<file path="src/rtl/vendor_change_dispenser.sv">
// vendor_change_dispenser
//   Pays a change amount back out as coins, largest denomination first, through
//   a coin_valid/coin_ack handshake to the coin hopper. Keeps a per-denomination
//   inventory, reports unpaid remainder (short/shortfall) and flags a hopper
//   that never acknowledges (sticky fault).
//
//   Denomination code (coin_out, refill_coin): 0=10, 1=20, 3=50, 2=100.
//
//   Optional build macro: CHANGE_EXACT_ONLY_EN
//     When defined, a CHECK phase first simulates the greedy payout on shadow
//     copies; if it cannot reach zero, nothing is ejected and the whole amount
//     is reported as shortfall.
//
//   Ports
//     clk, reset_n                 clock (rising edge), async active-low reset
//     change_req, change_amount    request a payout (accepted when idle, no fault)
//     coin_out, coin_valid, coin_ack   eject handshake to the hopper
//     refill, refill_coin, refill_count  inventory add (idle only, saturating)
//     fault_clr                    clears fault (idle only)
//     busy, done, short, shortfall, fault   status

module vendor_change_dispenser #(
    parameter int AMT_W       = 11,
    parameter int INV_W       = 8,
    parameter int INV_INIT    = 8,
    parameter int ACK_TIMEOUT = 255
) (
    input  logic             clk,
    input  logic             reset_n,
    input  logic             change_req,
    input  logic [AMT_W-1:0] change_amount,
    output logic [1:0]       coin_out,
    output logic             coin_valid,
    input  logic             coin_ack,
    input  logic             refill,
    input  logic [1:0]       refill_coin,
    input  logic [INV_W-1:0] refill_count,
    input  logic             fault_clr,
    output logic             busy,
    output logic             done,
    output logic             short,
    output logic [AMT_W-1:0] shortfall,
    output logic             fault
);

    localparam int TMO_W = $clog2(ACK_TIMEOUT + 1);
    localparam logic [AMT_W-1:0] V10  = AMT_W'(10);
    localparam logic [AMT_W-1:0] V20  = AMT_W'(20);
    localparam logic [AMT_W-1:0] V50  = AMT_W'(50);
    localparam logic [AMT_W-1:0] V100 = AMT_W'(100);

    typedef enum logic [2:0] {
        S_IDLE,
        S_SELECT,
        S_EJECT,
        S_DONE
`ifdef CHANGE_EXACT_ONLY_EN
        , S_CHECK
`endif
    } state_t;

    function automatic logic [AMT_W-1:0] f_value(input logic [1:0] code);
        case (code)
            2'd0:    return V10;
            2'd1:    return V20;
            2'd2:    return V100;
            default: return V50;
        endcase
    endfunction

    // Returns {found, code}; later tests override earlier ones, so the
    // largest eligible denomination wins.
    function automatic logic [2:0] f_pick(input logic [AMT_W-1:0] rem, input logic [3:0] avail);
        logic [2:0] pick;
        pick = 3'b000;
        if (avail[0] && rem >= V10)  pick = 3'b100;
        if (avail[1] && rem >= V20)  pick = 3'b101;
        if (avail[3] && rem >= V50)  pick = 3'b111;
        if (avail[2] && rem >= V100) pick = 3'b110;
        return pick;
    endfunction

    state_t             r_state;
    state_t             w_state_nxt;
    logic [AMT_W-1:0]   r_remaining;
    logic [INV_W-1:0]   r_inv [4];
    logic [TMO_W-1:0]   r_tmo;
    logic [1:0]         r_coin_out;
    logic               r_short;
    logic [AMT_W-1:0]   r_shortfall;
    logic               r_fault;

    logic [3:0]         w_avail;
    logic [2:0]         w_pick;
    logic               w_accept;
    logic               w_tmo_hit;
    logic [INV_W:0]     w_refill_sum;
    logic [INV_W-1:0]   w_refill_val;

`ifdef CHANGE_EXACT_ONLY_EN
    logic [AMT_W-1:0]   r_chk_rem;
    logic [INV_W-1:0]   r_chk_inv [4];
    logic [3:0]         w_chk_avail;
    logic [2:0]         w_chk_pick;
`endif

    always_comb begin
        for (int unsigned c = 0; c < 4; c++) begin
            w_avail[c] = (r_inv[c] != '0);
        end
    end

    assign w_pick       = f_pick(r_remaining, w_avail);
    assign w_accept     = (r_state == S_IDLE) && change_req && !r_fault;
    assign w_tmo_hit    = (r_state == S_EJECT) && !coin_ack && (r_tmo == TMO_W'(ACK_TIMEOUT - 1));
    assign w_refill_sum = {1'b0, r_inv[refill_coin]} + {1'b0, refill_count};
    assign w_refill_val = w_refill_sum[INV_W] ? '1 : w_refill_sum[INV_W-1:0];

`ifdef CHANGE_EXACT_ONLY_EN
    always_comb begin
        for (int unsigned c = 0; c < 4; c++) begin
            w_chk_avail[c] = (r_chk_inv[c] != '0);
        end
    end
    assign w_chk_pick = f_pick(r_chk_rem, w_chk_avail);
`endif

    assign coin_out   = r_coin_out;
    assign coin_valid = (r_state == S_EJECT);
    assign busy       = (r_state != S_IDLE);
    assign done       = (r_state == S_DONE);
    assign short      = r_short;
    assign shortfall  = r_shortfall;
    assign fault      = r_fault;

    always_ff @(posedge clk or negedge reset_n) begin
        if (!reset_n) r_state <= S_IDLE;
        else          r_state <= w_state_nxt;
    end

    always_comb begin
        w_state_nxt = r_state;
        case (r_state)
            S_IDLE: begin
`ifdef CHANGE_EXACT_ONLY_EN
                if (w_accept) w_state_nxt = S_CHECK;
`else
                if (w_accept) w_state_nxt = S_SELECT;
`endif
            end
            S_SELECT: begin
                if (r_remaining == '0) w_state_nxt = S_DONE;
                else if (w_pick[2])    w_state_nxt = S_EJECT;
                else                   w_state_nxt = S_DONE;
            end
            S_EJECT: begin
                if (coin_ack)       w_state_nxt = S_SELECT;
                else if (w_tmo_hit) w_state_nxt = S_DONE;
            end
`ifdef CHANGE_EXACT_ONLY_EN
            S_CHECK: begin
                if (r_chk_rem == '0)    w_state_nxt = S_SELECT;
                else if (!w_chk_pick[2]) w_state_nxt = S_DONE;
            end
`endif
            default: w_state_nxt = S_IDLE;
        endcase
    end

    always_ff @(posedge clk or negedge reset_n) begin
        if (!reset_n) begin
            r_remaining <= '0;
            r_tmo       <= '0;
            r_coin_out  <= '0;
            r_short     <= 1'b0;
            r_shortfall <= '0;
            r_fault     <= 1'b0;
            for (int unsigned i = 0; i < 4; i++) begin
                r_inv[i] <= INV_W'(INV_INIT);
            end
`ifdef CHANGE_EXACT_ONLY_EN
            r_chk_rem <= '0;
            for (int unsigned i = 0; i < 4; i++) begin
                r_chk_inv[i] <= '0;
            end
`endif
        end else begin
            case (r_state)
                S_IDLE: begin
                    if (refill) r_inv[refill_coin] <= w_refill_val;
                    if (fault_clr) r_fault <= 1'b0;
                    if (w_accept) begin
                        r_remaining <= change_amount;
                        r_short     <= 1'b0;
                        r_shortfall <= '0;
`ifdef CHANGE_EXACT_ONLY_EN
                        // Shadow copy must include a same-cycle refill.
                        r_chk_rem <= change_amount;
                        for (int unsigned i = 0; i < 4; i++) begin
                            r_chk_inv[i] <= (refill && (refill_coin == 2'(i))) ? w_refill_val : r_inv[i];
                        end
`endif
                    end
                end
                S_SELECT: begin
                    if (r_remaining == '0) begin
                        r_short     <= 1'b0;
                        r_shortfall <= '0;
                    end else if (w_pick[2]) begin
                        r_coin_out <= w_pick[1:0];
                        r_tmo      <= '0;
                    end else begin
                        r_short     <= 1'b1;
                        r_shortfall <= r_remaining;
                    end
                end
                S_EJECT: begin
                    if (coin_ack) begin
                        r_remaining       <= r_remaining - f_value(r_coin_out);
                        r_inv[r_coin_out] <= r_inv[r_coin_out] - 1'b1;
                    end else if (w_tmo_hit) begin
                        r_fault     <= 1'b1;
                        r_short     <= 1'b1;
                        r_shortfall <= r_remaining;
                    end else begin
                        r_tmo <= r_tmo + 1'b1;
                    end
                end
`ifdef CHANGE_EXACT_ONLY_EN
                S_CHECK: begin
                    if (r_chk_rem != '0) begin
                        if (w_chk_pick[2]) begin
                            r_chk_rem                   <= r_chk_rem - f_value(w_chk_pick[1:0]);
                            r_chk_inv[w_chk_pick[1:0]]  <= r_chk_inv[w_chk_pick[1:0]] - 1'b1;
                        end else begin
                            // r_remaining still holds the full requested amount here.
                            r_short     <= 1'b1;
                            r_shortfall <= r_remaining;
                        end
                    end
                end
`endif
                default: ;
            endcase
        end
    end

endmodule

</file>
<file path="config.mk">
export PLATFORM = sky130hd
export DESIGN_NAME = vendor_change_dispenser
export DESIGN_NICKNAME = d
export VERILOG_FILES = /design/src/rtl/vendor_change_dispenser.sv
export SDC_FILE = /design/constraint.sdc
export NUM_CORES = 1
export LEC_CHECK = 0
export CAP_MARGIN = 20
export CORE_MARGIN = 2
export CORE_UTILIZATION = 53
export DETAILED_ROUTE_END_ITERATION = 8
export GPL_ROUTABILITY_DRIVEN = 1
export PLACE_DENSITY = 0.75
export SYNTH_ARGS = -nofsm -noshare
export SYNTH_HDL_FRONTEND = slang
export SYNTH_SLANG_ARGS = --single-unit
</file>
<file path="constraint.sdc">
create_clock -name clk -period 6.07 [get_ports clk]
set_input_delay 1.214 -clock clk [delete_from_list [all_inputs] [get_ports clk]]
set_output_delay 1.214 -clock clk [all_outputs]
set_load 0.02 [all_outputs]
</file>
==> metrics.md <==
| Metric | Value |
|---|---|
| Final Hold Vio Count | `0` |
| Final hold slack | `roughly 0.52 ns` |
| Worst slew pin tran | `around 1.0 ns` |
| Post-synthesis sequential area ratio | `between 30% and 40%` |
| DRT iter0 DRCs | `about 250` |
| Register area | `around 1700 sq um` |
| Core Box Area | `8590 sq um` |
| Internal | `1.67 mW` |
| All-Layer GR Usage | `between 20% and 30%` |
| Largest stage delay, worst path | `0.86 ns` |
| CTS buffer count | `9` |
| Crit. End Element | `flop` |
| Clock skew | `approximately 0.0044 ns` |
| Later-pin clock latency in the skew report | `0.35 ns` |
| Commonest non-fill, non-tap cell in the layout | `dfrtp_1` |
| Worst Path Required | `6.31 ns` |
| Reg2Reg Depth | `11` |
| Largest net degree at the start of global routing | `69` |
| Synth top area share | `between 30 and 40%` |
| Final Util | `between 60 and 70%` |
| Worst reg2reg path endpoint | `r_remaining[6]$_DFFE_PN0P_` |
| Number of global-route vias before repair | `a little over 4,000` |
| Hold path start | `short$_DFFE_PN0P_` |
| Pwr Total | `between 3 and 4 mW` |
| Die H | `around 100 um` |
| Synthesized Nets | `544` |
| Worst Hold Path EP | `short$_DFFE_PN0P_` |
| Worst path slowest cell | `clkdlybuf4s50_1` |
| Inserted Diodes | `0` |
| Drt drc | `0` |
| FFs w/ async S/R, synth | `between 90% and 100%` |
| Crit path kind | `input pin to flop` |
| Minimum clock period | `around 4.3 ns` |
| Fmax | `0.233 GHz` |
| Port Buffers | `44` |
| Sequential Power Share | `between 20 and 30%` |
| CTS Hold Bufs | `0` |
| RSZ-0062 raised after global routing | `false` |
| Clock Path Buffers | `2` |
| Count of different cell masters after synthesis | `59` |
| Endpoints failing setup | `0` |
| Static leakage | `2.23 nW` |
| Most frequent cells in the layout | `64 x dfrtp_1, 49 x nand2_1, 44 x o21ai_0` |
| Share of cells above drive strength 1 | `approximately 9%` |
| Die ar. | `roughly 9500 sq um` |
| Ys flop type | `dfrtp_1` |
| I/O pin cnt | `45` |
| Total length of routed wires | `about 13,000 um` |
| Via Count | `4,205` |
| Routed Antenna Nets | `0` |
| Startpoint types | `input pin` |
| Net Sw Frac | `approximately 48%` |
| Clock Sink Count | `68` |
| Postcts setup bufs | `0` |
| Area growth, synth to finish | `16.1%` |
| Grt ovf | `0` |
| Post-Synthesis Cells | `489` |
| Slew headroom | `between 30% and 40%` |
| Nets | `a little under 600` |
| Number of synthesized flops with an enable pin | `0` |
| Clock-pin slew on the worst setup and hold paths | `around 0.08 ns` |
| CTS tree | `yes` |
| First-pass GRT wire length | `20,800 um` |
| Avg Cell Area, Syn | `between 9 and 10 sq um` |
| Largest cells by area after synthesis | `dfrtp_1 34%, ha_1 7.0%, mux4_2 5.3%` |
| DPL Wire Length | `slightly below 9000 um` |
| Sw power | `between 1.5 and 2 mW` |
| CTS H-tree lvls | `3` |
| Flop-to-flop setup slack | `~2.7 ns` |
| Max Slew Vio Count | `0` |
| DR vias/cell | `roughly 6.5` |
| Final instance area | `5390 sq um` |
| Gpl congestion | `1.01` |
| Chip Width | `97.6 um` |
| Maxcap violations | `0` |
| Area after DPL | `5170 sq um` |
| Post-CTS Resized | `0` |
| Row cnt | `34` |
| Routed WL per cell | `around 19 um` |
| Initial antenna violation count | `0` |
| Worst min path class | `flop to flop` |
| Final TNS setup | `0 ns` |
| Crit Path Max Fanout | `14` |
| Crit path DAT | `between 4 and 5 ns` |
| Root buf cell | `clkbuf_8` |
| Worst vdd ir | `between 0.0002 and 0.0003 V` |
| CP cell instances | `clkdlybuf4s50_1, mux4_2, ha_1, fa_1, a21o_1, a21oi_1, nand2b_1, a21oi_1, a21o_1, a221o_1` |
| Initial DRT Pass Iterations | `4` |
| Ys Warns | `0` |
| Reg2reg start | `coin_out[0]$_DFFE_PN0P_` |
| Starting density of the core | `between 50% and 60%` |
| Final period utilization | `around 71%` |
| Worst hold path depth | `1` |
| Number of fill cells | `about 720` |
| Yosys top cell by area | `dfrtp_1` |
| Status | `complete, no violations` |
| Clk network pwr share | `13.5%` |
| Top delay family on crit path | `compound AO/OA/AOI/OAI gates` |
| Seq cells post-synth | `about 70` |
| Mapped Area | `between 4000 and 5000 sq um` |
| Buf+Inv Stages, Crit Path | `1` |
| Area of the multi-input gates | `2740 sq um` |
| Combinational power share | `between 50 and 60%` |
| Pwr Density | `between 500 and 600 nW/um^2` |
[metal layers]
metal	GRT usage [%]	share of wire [%]
met2	42.0	47
met5	1.65	0
met4	12.9	3.3
met3	7.19	8.6
met1	35.8	41
[state kept, by name (all words and copies together) (netlist names)]
signal / count
coin_out: 2
fault: 1
r_inv: 32
r_remaining: 11
r_state: 2
r_tmo: 8
short: 1
shortfall: 11
[worst max-delay path by stage]
| stage | start | end | slack, ns | depth (start not counted) |
|---|---|---|---|---|
| final | refill_coin[1] | r_inv[12]$_DFFE_PN0P_ | 1.77 | 10 |
| after global routing | refill_coin[0] | r_inv[5]$_DFFE_PN0P_ | 1.58 | 12 |
| after CTS | refill_coin[0] | r_inv[12]$_DFFE_PN0P_ | 1.76 | 11 |
| after detailed placement | refill_coin[0] | r_inv[12]$_DFFE_PN0P_ | 1.39 | 11 |
| after global placement | refill_coin[0] | r_inv[20]$_DFFE_PN0P_ | 1.43 | 11 |
| after floorplan | refill_coin[0] | r_inv[12]$_DFFE_PN0P_ | 1.92 | 10 |
[cells in the mapped netlist (5+ instances only)]
cell type  count
a21o_1         8
a21oi_1       18
a22o_1         6
a22oi_1       10
a32oi_1        8
clkbuf_1      11
dfrtp_1       64
ha_1          26
inv_1         32
mux2i_1        6
mux4_1         5
mux4_2        11
nand2_1       49
nand2b_1       9
nand3_1       27
nand4_1        5
nor2_1        29
nor2b_1        5
nor3_1        11
nor4_1        10
o21a_1         7
o21ai_0       44
o221ai_1      12
o31ai_1        5
xnor2_1        6
[area by class of cell]
class | count | area share (%)
clock buffer | 11 | 2.62
tap | 108 | 2.51
inverter | 33 | 2.30
sequential | 68 | 31.6
timing repair buffer | 47 | 8.49
multi-input combinational | 372 | 50.9
clock inverter | 5 | 1.58
[power by group through the flow]
stage	Combinational, mW	Clock, mW	Sequential, mW
6_report	1.88	0.435	0.908
3_5_place_dp	1.86	0	0.908
3_3_place_gp	1.80	0	0.897
4_1_cts	1.87	0.441	0.900
5_1_grt	2.09	0.464	0.936
2_1_floorplan	1.42	0	0.835
[stage by stage]
stage | std cells | setup WS [ns]
finish | 644 | 1.77
CTS | 644 | 1.76
detailed placement | 628 | 1.39
global placement | 628 | 1.43
global route | 644 | 1.58
floorplan | 489 | 1.92
[logic make-up (layout without fill, tap and decap cells)]
kind of cell    after synthesis  in the layout  share of synthesized area (%)
mux                          25             25                           10.2
simple gates                166            166                           18.3
compound gates              143            143                           20.8
xor+xnor                     10             10                           1.89
fa+ha+maj                    28             28                           7.87
flops                        68             68                           36.7
buf+inv                      49             96                           4.23
Power figures use the tool's default switching activity.
